--- src/rtl/alu_req_sched.sv ---
// alu_req_sched: round-robin scheduler sharing one non-pipelined ALU between two requesters,
// one operation in flight, tagged response on a shared valid/ready channel.
module alu_req_sched #(
  parameter int ALU_LAT = 1,
  parameter int DW = 32
) (
  input  logic            clk,
  input  logic            rst,
  input  logic            req0_valid,
  output logic            req0_ready,
  input  logic [DW-1:0]   req0_a,
  input  logic [DW-1:0]   req0_b,
  input  logic [3:0]      req0_sel,
  input  logic            req1_valid,
  output logic            req1_ready,
  input  logic [DW-1:0]   req1_a,
  input  logic [DW-1:0]   req1_b,
  input  logic [3:0]      req1_sel,
  output logic [DW-1:0]   alu_a,
  output logic [DW-1:0]   alu_b,
  output logic [3:0]      alu_sel,
  input  logic [2*DW-1:0] alu_out,
  output logic            rsp_valid,
  input  logic            rsp_ready,
  output logic            rsp_id,
  output logic [2*DW-1:0] rsp_data,
  output logic            busy
);
  typedef enum logic [1:0] {IDLE, EXEC, RESP} state_t;
  localparam logic [3:0] LAT = 4'(ALU_LAT);
  state_t state_q, state_d;
  logic [DW-1:0] a_q, a_d, b_q, b_d;
  logic [3:0] sel_q, sel_d, lat_q, lat_d;
  logic id_q, id_d, rr_q, rr_d, rsp_valid_q, rsp_valid_d, rsp_id_q, rsp_id_d;
  logic [2*DW-1:0] rsp_data_q, rsp_data_d;
  logic gnt, acc, done, hs;
  // a lone requester wins outright; rr_q only breaks ties
  assign gnt = (req0_valid && req1_valid) ? rr_q : req1_valid;
  assign acc = req0_ready || req1_ready;
  assign done = state_q == EXEC && lat_q == LAT;
  assign hs = state_q == RESP && rsp_ready;
  always_ff @(posedge clk) begin
    if (rst) state_q <= IDLE;
    else state_q <= state_d;
  end
  always_comb begin
    state_d = state_q == IDLE ? (acc ? EXEC : IDLE) :
              state_q == EXEC ? (done ? RESP : EXEC) :
              (hs ? IDLE : RESP);
  end
  always_comb begin
    req0_ready = !rst && state_q == IDLE && req0_valid && !gnt;
    req1_ready = !rst && state_q == IDLE && req1_valid && gnt;
    busy = state_q != IDLE;
  end
  always_comb begin
    a_d = acc ? (gnt ? req1_a : req0_a) : a_q;
    b_d = acc ? (gnt ? req1_b : req0_b) : b_q;
    sel_d = acc ? (gnt ? req1_sel : req0_sel) : sel_q;
    id_d = acc ? gnt : id_q;
    lat_d = acc ? 4'd0 : state_q == EXEC ? lat_q + 4'd1 : lat_q;
    rsp_valid_d = done ? 1'b1 : hs ? 1'b0 : rsp_valid_q;
    rsp_id_d = done ? id_q : rsp_id_q;
    rsp_data_d = done ? alu_out : rsp_data_q;
    rr_d = hs ? ~rsp_id_q : rr_q;
  end
  always_ff @(posedge clk) begin
    if (rst) begin
      a_q <= '0;
      b_q <= '0;
      sel_q <= '0;
      id_q <= 1'b0;
      lat_q <= '0;
      rsp_valid_q <= 1'b0;
      rsp_id_q <= 1'b0;
      rsp_data_q <= '0;
      rr_q <= 1'b0;
    end else begin
      a_q <= a_d;
      b_q <= b_d;
      sel_q <= sel_d;
      id_q <= id_d;
      lat_q <= lat_d;
      rsp_valid_q <= rsp_valid_d;
      rsp_id_q <= rsp_id_d;
      rsp_data_q <= rsp_data_d;
      rr_q <= rr_d;
    end
  end
  assign alu_a = a_q;
  assign alu_b = b_q;
  assign alu_sel = sel_q;
  assign rsp_valid = rsp_valid_q;
  assign rsp_id = rsp_id_q;
  assign rsp_data = rsp_data_q;
endmodule

--- config.mk ---
export PLATFORM = sky130hd
export DESIGN_NAME = alu_req_sched
export DESIGN_NICKNAME = d
export VERILOG_FILES = /design/src/rtl/alu_req_sched.sv
export SDC_FILE = /design/constraint.sdc
export NUM_CORES = 1
export LEC_CHECK = 0
export CORE_AREA = 2 2 133 135
export CTS_CLUSTER_DIAMETER = 200
export DETAILED_ROUTE_END_ITERATION = 10
export DIE_AREA = 0 0 135 137
export GPL_ROUTABILITY_DRIVEN = 0
export PLACE_DENSITY_LB_ADDON = 0.3
export SLEW_MARGIN = 25
export SYNTH_ARGS = -nofsm -noshare
export SYNTH_HDL_FRONTEND = slang
export SYNTH_SLANG_ARGS = --single-unit
--- constraint.sdc ---
create_clock -name clk -period 3.5 [get_ports clk]
set_input_delay 0.35 -clock clk [delete_from_list [all_inputs] [get_ports clk]]
set_output_delay 0.35 -clock clk [all_outputs]
set_load 0.005 [all_outputs]
## Word level (Yosys, flattened, before mapping)

Index checks and enable logic that the tools add are counted.
W data, S select, Z words.

| storage, ports and cells | value |
|---|---|
| bits in registers | 142 |
| word-level logic and storage cells | 41 |
| output and inout port bits | 137 |
| input bits | 205 |

| operators by class | value |
|---|---|
| reduce and logical (&&, ||, !) cells | 15 |
| add/subtract/negate cells | 1 |
| mux-type cells | 11 |
| equality and inequality tests | 3 |
| bitwise logic cells | 1 |

Operators by type and width:

| cell | count |
|---|---|
| $mux W32 | 2 |
| $logic_and A1 B1 Y1 | 8 |
| $mux W2 | 4 |
| $add A4 B1 Y4 const B | 1 |
| $eq A4 B1 Y1 const B | 1 |
| $mux W1 | 4 |
| $mux W4 | 1 |
| $reduce_bool A2 Y1 | 2 |
| $eq A2 B1 Y1 const B | 1 |
| $eq A2 B2 Y1 const B | 1 |
| $logic_not A1 Y1 | 2 |
| $logic_not A2 Y1 | 1 |
| $reduce_or A2 Y1 | 1 |
| $logic_or A1 B1 Y1 | 1 |
| $not A1 Y1 | 1 |

## Longest topological paths before layout

Gate-level depths: netlist (run 1).

| depth | value |
|---|---|
| depth after elaboration | 7 |
| mapped depth | 8 |

## Worst setup path before layout (run 1)

OpenSTA, ideal clock, no wires.

| timing | value |
|---|---|
| path kind | in2out |
| start | input req1_valid |
| end | output req0_ready |
| cell stages on the path | 5 |
| arrival time | 1352 ps |
| path slack | 1798 ps |
| data required time | 3150 ps |
| path buffers | 3 |
| cells stage by stage | buf_4 > clkbuf_1 > clkbuf_1 > o21ai_0 > and3_1 |

| between the ends | value |
|---|---|
| cells in the longest elaborated chain, start to end | 4 |

RTL lines:

| what | RTL line | text |
|---|---|---|
| from (decl) | 14 | `input logic req1_valid,` |
| $logic_and A1 B1 Y1 | 38 | `assign gnt = (req0_valid && req1_valid) ? rr_q : req1_valid;` |
| $mux W1 * | 38 |  |
| $logic_not A1 Y1 * | 52 | `req0_ready = !rst && state_q == IDLE && req0_valid && !gnt;` |
| $logic_and A1 B1 Y1 * | 52 |  |
| to (decl) | 10 | `output logic req0_ready,` |

Every way passes the cells marked *; elsewhere a longest branch is shown, timed or not.

## Worst setup path in the final report (run 1)

| timing | value |
|---|---|
| start | register rr_q |
| end | output req1_ready |

| between the ends | value |
|---|---|
| cells in the longest elaborated chain, start to end | 2 |

RTL lines:

| what | RTL line | text |
|---|---|---|
| from (decl) | 34 | `logic id_q, id_d, rr_q, rr_d, rsp_valid_q, rsp_valid_d, rsp_id_q, rsp_id_d;` |
| from (signal assigned) | 87 | `rr_q <= rr_d;` |
| $mux W1 | 38 |  |
| $logic_and A1 B1 Y1 | 53 | `req1_ready = !rst && state_q == IDLE && req1_valid && gnt;` |
| to (decl) | 15 | `output logic req1_ready,` |

No other way between the ends.

==> results of run 1 <==
flip-flops by register name, summed over array words and instances (netlist names):
signal	flops
alu_a	32
rsp_valid	1
alu_b	32
rr_q	1
lat_q	4
id_q	1
rsp_data	64
rsp_id	1
state_q	2
alu_sel	4
layout make-up:
class,instances,share of cell area (%)
repair buffers,357,34.0
multi-input cells,508,30.0
flip-flops and latches,142,27.4
clock buffers,19,4.27
well taps,225,2.71
clock inverters,13,1.34
inverters,6,0.229
layout by cell type (no fill, tap or decap), drive strengths merged:
cell type,Yosys,routed
nand3,66,66
clkbuf,87,19
clkdlybuf4s50,0,339
a21oi,138,138
mux2i,1,1
nand2,1,1
a211oi,1,1
clkinv,0,5
nor3,2,2
bufinv,0,2
nand2b,2,2
nor2b,2,2
nand4bb,1,1
and3,1,1
buf,19,18
xnor2,1,1
and2,1,1
xor2,1,1
ha,2,2
dfxtp,142,142
a21o,1,1
nand3b,2,2
nor2,7,7
clkinvlp,0,5
and4bb,1,1
or2,1,1
o21ai,137,137
or3,2,2
o211ai,68,68
o21ba,1,1
inv,6,7
a311oi,68,68
power breakdown:
| group | leakage, nW | switching (mW) | internal (mW) | total [mW] |
|---|---|---|---|---|
| registers | 1.16 | 0.0499 | 1.70 | 1.75 |
| logic | 1.88 | 0.326 | 0.442 | 0.768 |
| clock network | 0.272 | 0.726 | 1.07 | 1.80 |
routing by layer:
metal  vias up  routed length (um)
met5         -                   0
met4         0                 602
met3        41                2190
met2       346               11700
met1      3413                9590
li1       3443                   -
critical path: stages (launching register included):
cell	delay [ns]
dfxtp_2	0.78
o21ai_0	0.29
nor3_1	0.21
clkdlybuf4s50_1	0.54
cell families (layout without fill, tap and decap cells):
logic type	Yosys count	in the layout
AND/OR/NAND/NOR	89	89
XOR/XNOR	2	2
adder cells (fa/ha/maj)	2	2
AO/OA/AOI/OAI	414	414
buffers and inverters	112	395
multiplexers	1	1
flip-flops	142	142
stage by stage:
stage                     power [mW]  std cells  util (%)
after floorplan                 2.08        762         -
after global placement          2.55       1238      57.4
after detailed placement        2.55       1238      57.4
after CTS                       4.35       1270      60.8
after global routing            4.47       1270      60.8
final                           4.31       1270      60.8
worst paths after layout:
kind              slack, ns          to  depth (start not counted)       start
setup reg to reg       1.22    alu_b[3]                          4  state_q[0]
setup / recovery       0.92  req1_ready                          3        rr_q
hold reg to reg        0.47   rsp_valid                          2   rsp_valid
hold / removal         0.46    alu_b[1]                          3  req1_valid
==> impl_metrics.tcl, run 1 <==
set metrics [dict create \
    outcome "finished, final reports clean" \
    synth_adder_area_share_pct 0.390 \
    cts_buffers 17 \
    finalWirelength_um 24100 \
    fill_cells 1548 \
    synth.distinct_cells 34 \
    synth_nets 969 \
    core_um2 17100 \
    fin_area_um2 10400 \
    antenna_found_initial 0 \
    drv_slew 0 \
    power.leakage_nw 3.31 \
    synth-simple-area-share_pct 7.46 \
    path_clk_slew_ns 0.06 \
    synth-compound-area-share_pct 40.1 \
    area_growth_pct 61.8 \
    max_cap_violations 0 \
    dp_hpwl_um 15600 \
    nets 1239 \
    setup_tns_ns 0 \
    met1_usage_pct 30.1 \
    cts-root-buf "clkbuf_16" \
    first_pass_iters 6 \
    worstPathArrival_ns 2.23 \
    ys_ff_latch 142 \
    netlist_top_cells_area "dfxtp_1 44%, a21oi_1 11%, o21ai_0 11%, o211ai_1 8.0%, a311oi_1 7.9%" \
    cts_resized 0 \
    cts_tree "yes" \
    seq_area_um2 2850 \
    place_area_um2 9790 \
    worst_slack_ns 0.917 \
    die_h_um 137 \
    place_ws_ns 1.01 \
    grt_pass1_vias 6838 \
    setup_violations 0 \
    yosys.area_share.xor_xnor_pct 0.273 \
    criticalPathCategory "reg2out" \
    syn_area_um2 6410 \
    hold_ws_ns 0.457 \
    clock_sink_count 142 \
    slew_headroom_pct 39.0 \
    globalRouteMet2Util_pct 42.2 \
    htreeDepth 4 \
    wl_per_cell_um 19.0 \
    synth_most_common_cell "dfxtp_1" \
    cp.required_ns 3.15 \
    fin_worst_skew_ns 0.00921 \
    grt_pass1_wl_um 36600 \
    initial_core_util_pct 37.6 \
    vias_per_cell 5.70 \
    gr-total-overflow 0 \
    portBuffers 341 \
    ys_async_sr_fraction_pct 0 \
    synth_top_area_share_pct 44.4 \
    ys_warn_count 0 \
    fp.dieW_um 135 \
    num_vias 7243 \
    syn_avg_cell_area_um2 8.41 \
    synth_common_cells "142 x dfxtp_1, 138 x a21oi_1, 137 x o21ai_0" \
    row_count 48 \
    multiInputGateArea_um2 3110 \
    syn_inst 762 \
    synthMuxAreaShare_pct 0.156 \
    grt_use_met3_pct 7.59 \
    clkLatencyLatePin_ns 0.41 \
    rsz0062_at_grt "false" \
    fin_crit_sh_pct 73.8 \
    synth_edf_count 0 \
    fmax_mhz 387 \
    critPathMaxFanout 30 \
    power.density_nw_per_um2 416 \
    dieArea_um2 18500 \
    grt_busiest_layer "met2" \
    clockBufferDepth 2 \
    drc 0 \
    synthFlopType "dfxtp_1" \
    grt_max_degree 82 \
    endpoint_kind "primary output" \
    netlist.top_cell.by_area "dfxtp_1" \
    grt_usage_pct 24.9 \
    tightestPinTransition_ns 0.915 \
    drtAntennaViolNets 0 \
    ys_seq_area_share_pct 44.4 \
    synth_top_family_by_area "compound AO/OA/AOI/OAI gates" \
    drt_iter0_drc 508 \
    period_needed_ns 2.58 \
    num_antenna_cells 0 \
    startpoint_type "flip-flop" \
    finalHoldViolations 0 \
    postCtsSetupBuffers 0 \
    ios 342 \
    drive_above_1_share_pct 6.79 \
    postCtsHoldBufs 0 \
    peakVddDrop_mv 0.335 \
    hold_path.class "in2reg" \
]
Note: power is estimated with default switching activity, not from simulation.
==> inputs of run 2 (changes only) <==
- CORE_AREA: 2 2 133 135 -> 2 2 134 136
- DIE_AREA: 0 0 135 137 -> 0 0 136 138
- clock period: 3.5 -> 2.6 ns (I/O delays scaled with it)
==> impl_metrics.tcl, run 2 (same netlist as run 1, synthesis figures left out) <==
set metrics [dict create \
    ff2ff_setup_slack_ns 0.72 \
    power.leakage_nw 3.34 \
    core_um2 17500 \
    setup_violations 0 \
    clockBufferDepth 2 \
    row_count 49 \
    finalWirelength_um 23400 \
    drt_iter0_drc 414 \
    grt_pass1_wl_um 36800 \
    grt_max_degree 108 \
    fin_area_um2 10500 \
    gr-total-overflow 0 \
    postCtsSetupBuffers 0 \
    slew_headroom_pct 41.7 \
    dieArea_um2 18800 \
    dpl.cell_count 1243 \
    cp.required_ns 2.34 \
    drtAntennaViolNets 0 \
    seq_area_um2 2850 \
    num_vias 7178 \
    grt_usage_pct 24.3 \
    max_cap_violations 0 \
    path_clk_slew_ns 0.06 \
    rsz0062_at_grt "false" \
    clock_sink_count 142 \
    period_needed_ns 2.27 \
    first_pass_iters 5 \
    finalPower_mw 5.83 \
    outcome "finished, final reports clean" \
    fin_crit_sh_pct 87.3 \
    cts_buffers 17 \
    wl_per_cell_um 18.4 \
    tightestPinTransition_ns 0.874 \
    endpoint_kind "primary output" \
    final_cell_mix "339 x clkdlybuf4s50_1, 140 x dfxtp_1, 138 x a21oi_1, 137 x o21ai_0, 68 x o211ai_1" \
    rr_endpoint "alu_b[14]" \
    vias_per_cell 5.63 \
    grt_pass1_vias 6850 \
    cts_tree "yes" \
    setup_tns_ns 0 \
    drive_above_1_share_pct 6.79 \
    dp_hpwl_um 14700 \
    utilization_pct 59.6 \
    clkLatencyLatePin_ns 0.42 \
    startpoint_type "flip-flop" \
    area_growth_pct 63.1 \
    largest_reg_flops 64 \
    die_h_um 138 \
    worstPathArrival_ns 2.01 \
    fp.dieW_um 136 \
    drc 0 \
    htreeDepth 4 \
    hold_path.class "in2reg" \
    drv_slew 0 \
    num_antenna_cells 0 \
    fin_worst_skew_ns 0.00956 \
    peakVddDrop_mv 0.478 \
    fill_cells 1594 \
    critPathMaxFanout 31 \
    postCtsHoldBufs 0 \
    final_common_cell "clkdlybuf4s50_1" \
    finalHoldViolations 0 \
    holdPathStages 2 \
    power.density_nw_per_um2 558 \
    portBuffers 341 \
    initial_core_util_pct 36.5 \
    criticalPathCategory "reg2out" \
    cts-root-buf "clkbuf_16" \
    r2r-start "state_q[0]" \
    place_area_um2 9860 \
    nets 1240 \
    final_cells 1275 \
    fmax_mhz 441 \
    rr_worst_depth 4 \
    multiInputGateArea_um2 3110 \
    ios 342 \
    antenna_found_initial 0 \
    cts_resized 0 \
    min-delay-start "rst" \
    min_to "id_q" \
]
## run 2: cell types whose count changed in the layout (fill, tap and decap cells not counted), sizes merged
| cell | delta |
|---|---|
| clkinvlp | -1 |
| buf | +1 |
| clkinv | -2 |
| inv | +1 |
| clkbuf | +2 |
## run 2: metal layers
layer  track usage, %  wire length [um]  vias up
li1                 -                 -     3444
met1             29.8              9300     3385
met2             40.0             11400      316
met3             8.65              2230       33
met4             7.57               469        0
met5                0                 0        -
## run 2: power breakdown
group          switching, mW  internal [mW]  total, mW
sequential            0.0637           2.29       2.35
combinational          0.429          0.604       1.03
clock                  0.971           1.47       2.44
total                   1.46           4.37       5.83
## run 2: worst max-delay path by stage
stage | start | end | cells after the start
floorplan | state_q[1] | req0_ready | 5
global placement | req0_valid | alu_b[25] | 5
detailed placement | req0_valid | alu_a[8] | 5
CTS | state_q[1] | req1_ready | 5
global route | state_q[1] | req1_ready | 5
finish | state_q[1] | req1_ready | 5
## run 2: worst max-delay path, stage by stage (launching register included)
cell and delay [ns]:
dfxtp_2 0.34, buf_4 0.23, nor2_1 0.17, inv_1 0.10
nor3_1 0.18, clkdlybuf4s50_1 0.58
## run 2: cell type report
cell class | instances | share of cell area [%]
Clock buffer | 21 | 4.40
Clock inverter | 11 | 1.24
Inverter | 6 | 0.227
Multi-Input combinational cell | 508 | 29.8
Sequential cell | 142 | 27.2
Tap cell | 229 | 2.74
Timing Repair Buffer | 358 | 34.4
## run 2: through the flow
stage	hold WS [ns]	setup slack, ns
after floorplan	0.408	1.02
after global placement	0.459	0.513
after detailed placement	0.465	0.419
after CTS	0.304	0.307
after global routing	0.331	0.169
final	0.327	0.330
